<file path="src/rtl/tx_intf_s_axis_to_pl.sv">
// Strips the two-word DMA header from the MM2S stream, writes the payload into tx BRAM and
// hands the packet to the PHY; aborts on tlast timeout or length mismatch.
module tx_intf_s_axis_to_pl #(
  parameter int C_S00_AXIS_TDATA_WIDTH = 64,
  parameter int MAX_BIT_NUM_DMA_SYMBOL = 14,
  parameter int TSF_TIMER_WIDTH        = 64
) (
  input  logic                              clk,
  input  logic                              rst,
  input  logic [C_S00_AXIS_TDATA_WIDTH-1:0] s_axis_tdata,
  input  logic                              s_axis_tvalid,
  input  logic                              s_axis_tlast,
  output logic                              s_axis_tready,
  input  logic                              enable,
  input  logic                              timeout_enable,
  input  logic [12:0]                       timeout_top,
  input  logic                              tsf_pulse_1M,
  input  logic                              tx_done,
  output logic                              payload_wr_en,
  output logic [MAX_BIT_NUM_DMA_SYMBOL-1:0] payload_wr_addr,
  output logic [C_S00_AXIS_TDATA_WIDTH-1:0] payload_wr_data,
  output logic [TSF_TIMER_WIDTH-1:0]        tsf_start,
  output logic [15:0]                       pkt_len,
  output logic [3:0]                        pkt_rate,
  output logic                              ht_flag,
  output logic                              ht_sgi,
  output logic [1:0]                        queue_idx,
  output logic [MAX_BIT_NUM_DMA_SYMBOL-1:0] num_dma_word,
  output logic                              tx_pkt_ready,
  output logic                              tx_pkt_intr,
  output logic                              len_err,
  output logic                              timeout_recover
);
  localparam int DW = C_S00_AXIS_TDATA_WIDTH;
  localparam int AW = MAX_BIT_NUM_DMA_SYMBOL;

  typedef enum logic [2:0] {
    S_IDLE, S_HDR0, S_HDR1, S_PAYLOAD, S_DRAIN, S_WAIT_TX_DONE
  } state_t;

  state_t                     state_q, state_d;
  logic                       tready_q, tready_d;
  logic [13:0]                timer_q, timer_d;
  logic [AW-1:0]              word_cnt_q, word_cnt_d;
  logic [AW-1:0]              num_dma_word_q, num_dma_word_d;
  logic                       wr_en_q, wr_en_d;
  logic [AW-1:0]              wr_addr_q, wr_addr_d;
  logic [DW-1:0]              wr_data_q, wr_data_d;
  logic [TSF_TIMER_WIDTH-1:0] tsf_start_q, tsf_start_d;
  logic [15:0]                pkt_len_q, pkt_len_d;
  logic [3:0]                 pkt_rate_q, pkt_rate_d;
  logic                       ht_flag_q, ht_flag_d;
  logic                       ht_sgi_q, ht_sgi_d;
  logic [1:0]                 queue_idx_q, queue_idx_d;
  logic                       tx_pkt_ready_q, tx_pkt_ready_d;
  logic                       tx_pkt_intr_q, tx_pkt_intr_d;
  logic                       len_err_q, len_err_d;
  logic                       timeout_recover_q, timeout_recover_d;

  logic          accept;
  logic          in_timed_state;
  logic          timed_out;
  logic [AW-1:0] word_cnt_inc;

  always_comb begin
    state_d           = state_q;
    timer_d           = timer_q;
    word_cnt_d        = word_cnt_q;
    num_dma_word_d    = num_dma_word_q;
    wr_en_d           = 1'b0;
    wr_addr_d         = wr_addr_q;
    wr_data_d         = wr_data_q;
    tsf_start_d       = tsf_start_q;
    pkt_len_d         = pkt_len_q;
    pkt_rate_d        = pkt_rate_q;
    ht_flag_d         = ht_flag_q;
    ht_sgi_d          = ht_sgi_q;
    queue_idx_d       = queue_idx_q;
    tx_pkt_intr_d     = 1'b0;
    len_err_d         = 1'b0;
    timeout_recover_d = 1'b0;

    accept         = s_axis_tvalid && tready_q;
    word_cnt_inc   = word_cnt_q + AW'(1);
    in_timed_state = (state_q == S_HDR1) || (state_q == S_PAYLOAD) || (state_q == S_DRAIN);
    timed_out      = in_timed_state && timeout_enable && (timer_q > {1'b0, timeout_top});

    // Timer saturates so a long stall with the timeout disabled never wraps back under the limit.
    if (!in_timed_state || accept)
      timer_d = '0;
    else if (tsf_pulse_1M && (timer_q != '1))
      timer_d = timer_q + 14'd1;

    if (timed_out) begin
      timeout_recover_d = 1'b1;
      timer_d           = '0;
      state_d           = S_IDLE;
    end else begin
      unique case (state_q)
        S_IDLE: begin
          if (enable) state_d = S_HDR0;
        end
        S_HDR0: begin
          if (accept) begin
            tsf_start_d = s_axis_tdata[TSF_TIMER_WIDTH-1:0];
            if (s_axis_tlast) begin
              len_err_d = 1'b1;
              state_d   = S_IDLE;
            end else begin
              state_d = S_HDR1;
            end
          end
        end
        S_HDR1: begin
          if (accept) begin
            pkt_len_d      = s_axis_tdata[15:0];
            pkt_rate_d     = s_axis_tdata[19:16];
            ht_flag_d      = s_axis_tdata[20];
            ht_sgi_d       = s_axis_tdata[21];
            queue_idx_d    = s_axis_tdata[23:22];
            num_dma_word_d = AW'(s_axis_tdata[15:3]) + AW'(s_axis_tdata[2:0] != 3'd0);
            word_cnt_d     = '0;
            if (s_axis_tdata[15:0] == 16'd0) begin
              len_err_d = 1'b1;
              state_d   = s_axis_tlast ? S_IDLE : S_DRAIN;
            end else if (s_axis_tlast) begin
              len_err_d = 1'b1;
              state_d   = S_IDLE;
            end else begin
              state_d = S_PAYLOAD;
            end
          end
        end
        S_PAYLOAD: begin
          if (accept) begin
            wr_en_d    = 1'b1;
            wr_addr_d  = word_cnt_q;
            wr_data_d  = s_axis_tdata;
            word_cnt_d = word_cnt_inc;
            if (s_axis_tlast) begin
              if (word_cnt_inc == num_dma_word_q) begin
                state_d = S_WAIT_TX_DONE;
              end else begin
                len_err_d = 1'b1;
                state_d   = S_IDLE;
              end
            end else if (word_cnt_inc == num_dma_word_q) begin
              len_err_d = 1'b1;
              state_d   = S_DRAIN;
            end
          end
        end
        S_DRAIN: begin
          if (accept && s_axis_tlast) state_d = S_IDLE;
        end
        S_WAIT_TX_DONE: begin
          if (tx_done) begin
            tx_pkt_intr_d = 1'b1;
            state_d       = S_IDLE;
          end
        end
        default: state_d = S_IDLE;
      endcase
    end

    // tready and tx_pkt_ready are registered views of the next state.
    tready_d = (state_d == S_HDR0) || (state_d == S_HDR1) ||
               (state_d == S_PAYLOAD) || (state_d == S_DRAIN);
    tx_pkt_ready_d = (state_d == S_WAIT_TX_DONE);
  end

  always_ff @(posedge clk or posedge rst) begin
    if (rst) begin
      state_q           <= S_IDLE;
      tready_q          <= 1'b0;
      timer_q           <= '0;
      word_cnt_q        <= '0;
      num_dma_word_q    <= '0;
      wr_en_q           <= 1'b0;
      wr_addr_q         <= '0;
      wr_data_q         <= '0;
      tsf_start_q       <= '0;
      pkt_len_q         <= '0;
      pkt_rate_q        <= '0;
      ht_flag_q         <= 1'b0;
      ht_sgi_q          <= 1'b0;
      queue_idx_q       <= '0;
      tx_pkt_ready_q    <= 1'b0;
      tx_pkt_intr_q     <= 1'b0;
      len_err_q         <= 1'b0;
      timeout_recover_q <= 1'b0;
    end else begin
      state_q           <= state_d;
      tready_q          <= tready_d;
      timer_q           <= timer_d;
      word_cnt_q        <= word_cnt_d;
      num_dma_word_q    <= num_dma_word_d;
      wr_en_q           <= wr_en_d;
      wr_addr_q         <= wr_addr_d;
      wr_data_q         <= wr_data_d;
      tsf_start_q       <= tsf_start_d;
      pkt_len_q         <= pkt_len_d;
      pkt_rate_q        <= pkt_rate_d;
      ht_flag_q         <= ht_flag_d;
      ht_sgi_q          <= ht_sgi_d;
      queue_idx_q       <= queue_idx_d;
      tx_pkt_ready_q    <= tx_pkt_ready_d;
      tx_pkt_intr_q     <= tx_pkt_intr_d;
      len_err_q         <= len_err_d;
      timeout_recover_q <= timeout_recover_d;
    end
  end

  assign s_axis_tready   = tready_q;
  assign payload_wr_en   = wr_en_q;
  assign payload_wr_addr = wr_addr_q;
  assign payload_wr_data = wr_data_q;
  assign tsf_start       = tsf_start_q;
  assign pkt_len         = pkt_len_q;
  assign pkt_rate        = pkt_rate_q;
  assign ht_flag         = ht_flag_q;
  assign ht_sgi          = ht_sgi_q;
  assign queue_idx       = queue_idx_q;
  assign num_dma_word    = num_dma_word_q;
  assign tx_pkt_ready    = tx_pkt_ready_q;
  assign tx_pkt_intr     = tx_pkt_intr_q;
  assign len_err         = len_err_q;
  assign timeout_recover = timeout_recover_q;

endmodule

</file>
<file path="config.mk">
export PLATFORM = sky130hd
export DESIGN_NAME = tx_intf_s_axis_to_pl
export DESIGN_NICKNAME = d
export VERILOG_FILES = /design/src/rtl/tx_intf_s_axis_to_pl.sv
export SDC_FILE = /design/constraint.sdc
export NUM_CORES = 1
export LEC_CHECK = 0
export BUFFER_PORTS_ARGS = -buffer_cell sky130_fd_sc_hd__buf_4
export CAP_MARGIN = 20
export CORE_UTILIZATION = 47
export CTS_CLUSTER_DIAMETER = 50
export DETAILED_ROUTE_END_ITERATION = 8
export PLACE_DENSITY = 0.76
export SYNTH_ARGS = -nofsm -noshare
export SYNTH_HDL_FRONTEND = slang
export SYNTH_SLANG_ARGS = --single-unit
export TNS_END_PERCENT = 5
</file>
<file path="constraint.sdc">
create_clock -name clk -period 6.45 [get_ports clk]
set_clock_uncertainty 0.15 [all_clocks]
set_input_delay 0.3225 -clock clk [delete_from_list [all_inputs] [get_ports clk]]
set_output_delay 0.3225 -clock clk [all_outputs]
set_load 0.005 [all_outputs]
</file>
==> impl_metrics.json <==
{
  "status": "complete, no violations",
  "finalCritPeriodShare_pct": 58.5,
  "cts_tree": "done",
  "slew_viol_final": 0,
  "yosysWarnings": 0,
  "ys_types": 47,
  "die-area_mm2": 0.0209,
  "area_growth_pct": 39.2,
  "dpl.hpwl_um": 15900,
  "num_antenna_cells": 0,
  "ys_ff_latch": 217,
  "end_kind": "flop",
  "pin_count": 271,
  "hold_class": "primary input to flop",
  "final_antenna_net_count": 0,
  "final_cells": 1525,
  "finalWorstSetupSlack_ns": 2.68,
  "vias_per_cell": 5.09,
  "clkLatencyLatePin_ns": 0.53,
  "row_count": 51,
  "fp.dieH_um": 145,
  "netlist_area_mm2": 0.00957,
  "grtUsageTotal_pct": 23.5,
  "first_pass_iters": 7,
  "htree_levels": 1,
  "drive_gt1_share_pct": 33.0,
  "stdcell_area_mm2": 0.0133,
  "avgSynthCellArea_um2": 10.4,
  "powerDensity_mw_per_mm2": 427,
  "mostFrequentLayoutCells": "buf_4, nand2_1, dfrtp_1, mux2_2, dlygate4sd3_1",
  "numPortBuffers": 270,
  "placed_cells": 1413,
  "grt_pass1_wl_um": 38900,
  "grt_overflow": 0,
  "maxCapViolations": 0,
  "synth_nets": 1023,
  "finalSetupViolations": 0,
  "required_ns": 6.73,
  "cts_resized": 0,
  "relSlewSlack_pct": 31.9,
  "setup_tns_ns": 0,
  "rsz0062_at_grt": "no",
  "antenna_found_initial": 0,
  "path_clk_slew_ns": 0.05,
  "synth_edf_count": 0,
  "worstPathMaxFanout": 60,
  "drt_iter0_markers": 345,
  "root_buffer": "clkbuf_16",
  "total_power_uw": 5690,
  "fp.dieW_um": 145,
  "placed_cell_area_mm2": 0.0118,
  "routabilityCongestion": 0.862,
  "fmax_mhz": 265,
  "ir_drop_uv": 336,
  "routedWlPerCell_um": 16.3,
  "cts_setup_buffers": 0,
  "min_period_ns": 3.77,
  "fin_nets": 1345,
  "tightest_slew_ns": 1.02,
  "hold_viol": 0,
  "pre_cts_ws_ns": 2.65,
  "crit_type": "flop to flop",
  "leakage_uw": 0.00663,
  "grt_max_degree": 141,
  "cts.path.max_buffers": 3,
  "synth_flop_cell": "dfrtp_1",
  "synth-async-reset-ratio_pct": 100,
  "core_mm2": 0.0197,
  "wl_um": 24800,
  "clock_sinks": 217,
  "post-route-drc-count": 0,
  "start_kind": "flop",
  "netlist_instances": 921,
  "cts_buffers": 26,
  "num_vias": 7757,
  "start_util_pct": 48.5,
  "grt_pass1_vias": 7659,
  "synth-seq-area-share_pct": 56.8,
  "final_common_cell": "buf_4",
  "arrival_ns": 4.05
}
==> report_power, final <==
group          leakage [uW]  switching, uW  internal, uW
Combinational       0.00346            830          1150
Sequential          0.00274            354          1910
Clock              0.000420            557           887
==> synth_stat cells (all sizes together) (2+ instances only) <==
library cell	number	share of area (%)
nand2	273	11
dfrtp	217	57
mux2	89	10
nor2	42	1.6
o21ai	39	2.0
clkbuf	28	1.1
xor2	23	2.1
nand3	21	1.1
buf	20	1.1
inv	20	0.78
xnor2	20	1.8
ha	17	2.2
a21oi	15	0.78
nand4	12	0.85
o31ai	10	0.78
and3	7	0.46
nor3	7	0.37
or3	7	0.46
nand2b	5	0.33
nand3b	5	0.39
nor4	5	0.33
a21o	4	0.31
nor2b	4	0.26
and2	3	0.20
and4	3	0.27
or2	3	0.20
a211oi	2	0.16
a31oi	2	0.13
mux2i	2	0.21
o211ai	2	0.16
o21a	2	0.16
o311a	2	0.21
o41ai	2	0.34
==> flip-flops by register name, summed over array words and instances (netlist names), 2 cells and up <==
| name | cells |
|---|---|
| num_dma_word | 14 |
| payload_wr_addr | 14 |
| payload_wr_data | 64 |
| pkt_len | 16 |
| pkt_rate | 4 |
| queue_idx | 2 |
| state_q | 3 |
| timer_q | 14 |
| tsf_start | 64 |
| word_cnt_q | 14 |
==> metal layers <==
layer  GRT usage, %  share of wire (%)  vias to the layer above
met5              0                  0                        -
met4           7.48                2.3                        0
met3           5.00                6.0                       35
met2           40.0                 50                      233
met1           29.8                 42                     3765
li1               -                  -                     3724
==> per-stage QoR <==
| step | hold slack [ns] | utilization [%] |
|---|---|---|
| after floorplan | 0.278 | - |
| after global placement | 0.309 | 59.7 |
| after detailed placement | 0.313 | 59.7 |
| after CTS | 0.0909 | 67.4 |
| after global routing | 0.110 | 67.5 |
| final | 0.110 | 67.5 |
==> repair_timing <==
action | CTS | global route
hold endpoints to repair | 296 | 0
hold buffers | 66 | 0
endpoints found under the setup margin | 0 | 0
==> logic make-up (layout without fill, tap and decap cells) <==
| family | Yosys count | count (layout) | share of synthesized area (%) |
|---|---|---|---|
| mux | 91 | 91 | 10.7 |
| simple gates | 398 | 398 | 17.7 |
| flops | 217 | 217 | 56.8 |
| buf+inv | 69 | 408 | 3.09 |
| compound gates | 86 | 86 | 5.64 |
| xor+xnor | 43 | 43 | 3.94 |
| fa+ha+maj | 17 | 17 | 2.22 |
==> path summary, 6_finish.rpt <==
| check | from | end | slack [ns] | depth (start not counted) |
|---|---|---|---|---|
| worst max-delay path | timer_q[11] | word_cnt_q[6] | 2.68 | 11 |
| worst min-delay path | s_axis_tlast | s_axis_tready | 0.11 | 4 |
| worst max register to register | timer_q[11] | word_cnt_q[6] | 2.68 | 11 |
| worst min register to register | payload_wr_data[22] | payload_wr_data[22] | 0.32 | 2 |
| max in group asynchronous | rst | tsf_start[1] | 4.49 | 5 |
| min in group asynchronous | rst | tsf_start[37] | 0.42 | 3 |
==> layout make-up <==
class / count / area, um^2
fill: 1525 / 6400
inverter: 21 / 87.6
multi-input combinational: 635 / 3850
sequential: 217 / 5430
timing repair buffer: 342 / 2750
clock inverter: 9 / 115
clock buffer: 36 / 748
tap: 265 / 332
==> worst max-delay path, stage by stage, from the launching register on <==
cell	delay (ns)
dfrtp_1	0.42
ha_1	0.30
a21o_1	0.16
a211oi_1	0.24
o211ai_1	0.15
o311a_1	0.17
or3_1	0.62
or2_4	0.34
clkinv_2	0.23
buf_4	0.60
nand2_1	0.09
o21ai_0	0.16
(Power assumes the default switching activity.)
